### config.mk
export PLATFORM = sky130hd
export DESIGN_NAME = result_tx_ctrl
export DESIGN_NICKNAME = d
export VERILOG_FILES = /design/src/rtl/result_tx_ctrl.sv
export SDC_FILE = /design/constraint.sdc
export NUM_CORES = 1
export LEC_CHECK = 0
export ABC_AREA = 1
export CAP_MARGIN = 20
export CORE_MARGIN = 3
export CORE_UTILIZATION = 43
export CTS_CLUSTER_SIZE = 40
export DETAILED_ROUTE_END_ITERATION = 8
export GPL_TIMING_DRIVEN = 0
export PLACE_DENSITY = 0.75
export SYNTH_ARGS = -nofsm -noshare
export SYNTH_HDL_FRONTEND = slang
export SYNTH_SLANG_ARGS = --single-unit
### constraint.sdc
create_clock -name clk -period 1.6 [get_ports clk]
set_clock_uncertainty 0.15 [all_clocks]
set_input_delay 0.32 -clock clk [delete_from_list [all_inputs] [get_ports clk]]
set_output_delay 0.32 -clock clk [all_outputs]
set_load 0.01 [all_outputs]
### src/rtl/result_tx_ctrl.sv
// Serializes scalar or vector results into bytes (MSB byte first) for the UART
// transmitter, fetching vector elements from a synchronous result BRAM.
module result_tx_ctrl #(
  parameter int N_ELEMS      = 1024,
  parameter int ADDR_W       = 10,
  parameter int RES_W        = 16,
  parameter int RES_BYTES    = 2,
  parameter int SCALAR_W     = 32,
  parameter int SCALAR_BYTES = 4
) (
  input  logic                clk,
  input  logic                reset,
  input  logic                start,
  input  logic                mode,
  input  logic [SCALAR_W-1:0] scalar_in,
  output logic                rd_en,
  output logic [ADDR_W-1:0]   rd_addr,
  input  logic [RES_W-1:0]    rd_data,
  output logic [7:0]          tx_data,
  output logic                tx_valid,
  input  logic                tx_ready,
  output logic                busy,
  output logic                done
);

  localparam int SH_BYTES = (SCALAR_BYTES > RES_BYTES) ? SCALAR_BYTES : RES_BYTES;
  localparam int SH_W     = SH_BYTES * 8;
  localparam int CNT_W    = (SH_BYTES > 1) ? $clog2(SH_BYTES) : 1;
  localparam logic [ADDR_W-1:0] LAST_ELEM = ADDR_W'(N_ELEMS - 1);

  typedef enum logic [2:0] {
    IDLE,
    FETCH,
    WAIT_RD,
    LOAD,
    SEND,
    DONE
  } state_t;

  state_t             state, state_next;
  logic [SH_W-1:0]    sh, sh_next;
  logic [CNT_W-1:0]   byte_cnt, byte_cnt_next;
  logic [ADDR_W-1:0]  elem_cnt, elem_cnt_next;
  logic               mode_q, mode_next;

  always_ff @(posedge clk) begin
    if (reset) begin
      state    <= IDLE;
      sh       <= '0;
      byte_cnt <= '0;
      elem_cnt <= '0;
      mode_q   <= 1'b0;
    end else begin
      state    <= state_next;
      sh       <= sh_next;
      byte_cnt <= byte_cnt_next;
      elem_cnt <= elem_cnt_next;
      mode_q   <= mode_next;
    end
  end

  // Values are left-aligned in the shift register so the byte on air is always the top byte.
  always_comb begin
    state_next    = state;
    sh_next       = sh;
    byte_cnt_next = byte_cnt;
    elem_cnt_next = elem_cnt;
    mode_next     = mode_q;
    rd_en         = 1'b0;
    rd_addr       = '0;
    tx_valid      = 1'b0;
    tx_data       = '0;
    busy          = (state != IDLE);
    done          = 1'b0;

    case (state)
      IDLE: begin
        if (start) begin
          mode_next = mode;
          if (mode) begin
            sh_next       = SH_W'(scalar_in) << ((SH_BYTES - SCALAR_BYTES) * 8);
            byte_cnt_next = CNT_W'(SCALAR_BYTES - 1);
            state_next    = SEND;
          end else begin
            elem_cnt_next = '0;
            state_next    = FETCH;
          end
        end
      end
      FETCH: begin
        rd_en      = 1'b1;
        rd_addr    = elem_cnt;
        state_next = WAIT_RD;
      end
      WAIT_RD: state_next = LOAD;
      LOAD: begin
        sh_next       = SH_W'(rd_data) << ((SH_BYTES - RES_BYTES) * 8);
        byte_cnt_next = CNT_W'(RES_BYTES - 1);
        state_next    = SEND;
      end
      SEND: begin
        tx_valid = 1'b1;
        tx_data  = sh[SH_W-1 -: 8];
        if (tx_ready) begin
          if (byte_cnt != '0) begin
            sh_next       = sh << 8;
            byte_cnt_next = byte_cnt - 1'b1;
          end else if (mode_q || (elem_cnt == LAST_ELEM)) begin
            state_next = DONE;
          end else begin
            elem_cnt_next = elem_cnt + 1'b1;
            state_next    = FETCH;
          end
        end
      end
      DONE: begin
        done       = 1'b1;
        state_next = IDLE;
      end
      default: state_next = IDLE;
    endcase
  end

endmodule

==> summary.txt <==
Placement
  • Post-DP Area: 3490 µm²
  • Gp weighted congestion: 0.872
  • Number of port buffers: 74
  • Dpl hpwl: 5640 µm
  • Place WS: -0.578 ns
  • Placed cell count: 549

Logic synthesis
  • Synth area leaders: dfxtp_1 36%, nand2_1 14%, a21oi_1 8.9%, nor2_1 8.1%, nand3_1 5.1%
  • Top_reg_cell synth: dfxtp_1
  • Post-synth EDFFs: 0
  • Avg Cell Area, Syn: 6.56 µm²
  • Syn Inst Count: 403
  • Syn_nets: 458
  • Post-Syn Area: 2640 µm²
  • Synth area leader: dfxtp_1
  • Ys async rst share: 0
  • Commonest cells post-synth: 99 x nand2_1, 57 x nor2_1, 48 x dfxtp_1
  • Post-synth top area share: 0.363
  • Unique masters post-synth: 30
  • Seq/Total Area, Yosys: 0.363
  • Synth warnings: 0
  • Most numerous cell in the Yosys netlist: nand2_1
  • FF+latch count, synth: 48

Run status
  • Outcome: complete, but fails checks
  • Violated checks: negative setup slack

Timing
  • RSZ-0062 raised after global routing: yes
  • Count of pins over their slew limit: 0
  • Final period util: 1.28
  • Final Setup Violations: 68
  • Worst slew pin tran: 0.710 ns
  • Slew HR: 0.527
  • Final min period: 2.06 ns
  • Final hold vios: 0
  • F_max: 0.487 GHz
  • PnR worst setup slack: -0.455 ns

Final layout
  • Final non-filler cell total: 601
  • Post-layout nets: 583
  • Share of cells above drive strength 1: 0.425
  • # fillers: 308
  • Layout area overhead: 83.6%
  • Antenna cell count: 0
  • Multi-input combinational cell area: 2040 µm²
  • Final design utilization: 0.850
  • Register area: 986 µm²
  • Fin area: 4850 µm²

Worst setup path
  • Worst EP required: 1.67 ns
  • Type of the worst setup path: flop to flop
  • FF-to-FF path depth: 13
  • Crit end category: flop
  • Max FO, Critical Path: 4
  • CP startpoint kind: flop
  • CP arrival: 2.12 ns

Floorplanning
  • Die Width: 84.4 µm
  • Row count: 27
  • Core area: 5710 µm²
  • Die ar.: 7130 µm²
  • Starting density of the core: 0.463
  • Chip height: 84.4 µm
  • Boundary Pins: 75

CTS
  • Cts bufs inserted: 5
  • Root Buffer: clkbuf_8
  • Total clock sinks: 48
  • CTS tree: yes
  • Maximum root-to-sink buffer count: 2
  • H-tree levels: 2
  • Latest clock arrival within the worst-skew pair: 0.31 ns
  • Clk pin slew, worst setup/hold paths: 0.09 ns

Power
  • Clock Power Share: 0.100
  • Static Leak: 1.95 nW
  • Logic pwr share: 0.688
  • Sequential power share: 0.212
  • Internal power: 4.95 mW
  • Tot Pwr: 8.98 mW
  • Switching share of power: 0.449
  • PwrDens: 1850 nW/µm²
  • NetSw: 4.03 mW
  • VDD IR max: 0.00125 V

Routing
  • DRC viols: 0
  • Post-Route WL: 12100 µm
  • Top Metal Used: met4
  • DRT iter0 DRCs: 407
  • Drt first pass iters: 6
  • Met3 Wirelength: 1030 µm
  • Vias per inst: 5.93
  • Wire per inst: 20.1 µm
  • DR WL met2: 5790 µm
  • DR vias: 3565
  • Wl on met1: 4490 µm
  • Antenna Nets Post-Route: 0

Min path
  • Hold/Removal Path Class: flop to flop
  • Hold depth: 2

Global routing
  • Vias in the first global route: 3111
  • GRT Total Usage: 0.239
  • Initial antenna violation count: 0
  • Pin count of the biggest net entering global routing: 15
  • First-pass GRT wire length: 13900 µm
  • Grt ovf: 0

Job
  • Number of max-cap violations: 0
through the flow:
step / hold slack [ns] / setup TNS, ns
final: 0.334 / -17.17
after global routing: 0.349 / -19.51
after CTS: 0.324 / -10.95
after detailed placement: 0.311 / -26.23
after global placement: 0.298 / -24.87
after floorplan: 0.289 / -0.0374
layout make-up:
cell class | count | area share
buffer | 19 | 0.0441
clock buffer | 6 | 0.0150
clock inverter | 2 | 0.00722
inverter | 39 | 0.0358
multi-input combinational | 297 | 0.420
sequential | 48 | 0.203
tap | 72 | 0.0186
timing repair buffer | 118 | 0.256
cell usage in the layout (no fill, tap or decap), drive strengths merged:
cell type and n:
nor3 3, o211ai 1, clkbuf 14, nand2 104, o21ai 32, a22o 8, nand3b 1, nand3 28
dfxtp 48, ha 2, a211oi 1, dlygate4sd2 1, nor3b 2, clkdlybuf4s50 52, xor2 2, nand4 3
nor2 63, clkinv 3, a21oi 47, buf 76, bufinv 1, inv 37
state kept, by name (all words and copies together) (netlist names):
name,cells
state,3
sh,32
byte_cnt,2
elem_cnt,10
mode_q,1
metal layers:
metal | track usage | vias to the layer above
met5 | 0 | -
met4 | 0.0705 | 0
met3 | 0.0550 | 84
met2 | 0.434 | 266
met1 | 0.278 | 1655
li1 | - | 1560
power groups by stage:
stage                     sequential [mW]  clock [mW]  combinational [mW]
after global placement               1.79           0                2.74
after CTS                            1.78       0.881                3.56
final                                1.90       0.894                6.18
after global routing                 1.94       0.935                6.42
after detailed placement             1.81           0                2.78
after floorplan                      1.75           0                1.99
repair_timing:
action                     in CTS  in global routing
pin swaps                      12                 37
gates resized for setup       133                204
hold endpoints to repair        0                  0
hold buffers                    0                  0
setup buffers                  18                 22
cloned                          3                  4
setup endpoints to repair      67                 67
cell families (layout without fill, tap and decap cells):
group / Yosys count / count (layout) / synth area share
AO/OA/AOI/OAI: 89 / 89 / 0.182
XOR/XNOR: 2 / 2 / 0.00663
adder cells (fa/ha/maj): 2 / 2 / 0.00946
buffers and inverters: 59 / 184 / 0.110
flip-flops: 48 / 48 / 0.363
AND/OR/NAND/NOR: 203 / 204 / 0.329
critical path, stage by stage (launching register included):
cell and delay [ns]:
dfxtp_4 0.40, inv_4 0.05, buf_6 0.12, buf_6 0.11, nand2_4 0.07, nor2_4 0.05
nand2_2 0.09, nand3_4 0.09, nor2_4 0.15, buf_4 0.15, clkbuf_16 0.14, buf_8 0.10
o21ai_2 0.05, a21oi_1 0.24
final timing paths:
| path | to | start | slack (ns) |
|---|---|---|---|
| worst min-delay path | sh[0]$_SDFFE_PP0P_ | sh[0]$_SDFFE_PP0P_ | 0.33 |
| worst max register to register | sh[18]$_SDFFE_PP0P_ | state[0]$_SDFFE_PP0P_ | -0.46 |
| worst max-delay path | sh[18]$_SDFFE_PP0P_ | state[0]$_SDFFE_PP0P_ | -0.46 |
| worst min register to register | sh[0]$_SDFFE_PP0P_ | sh[0]$_SDFFE_PP0P_ | 0.33 |
No activity file was read; power rests on OpenSTA's default activity.
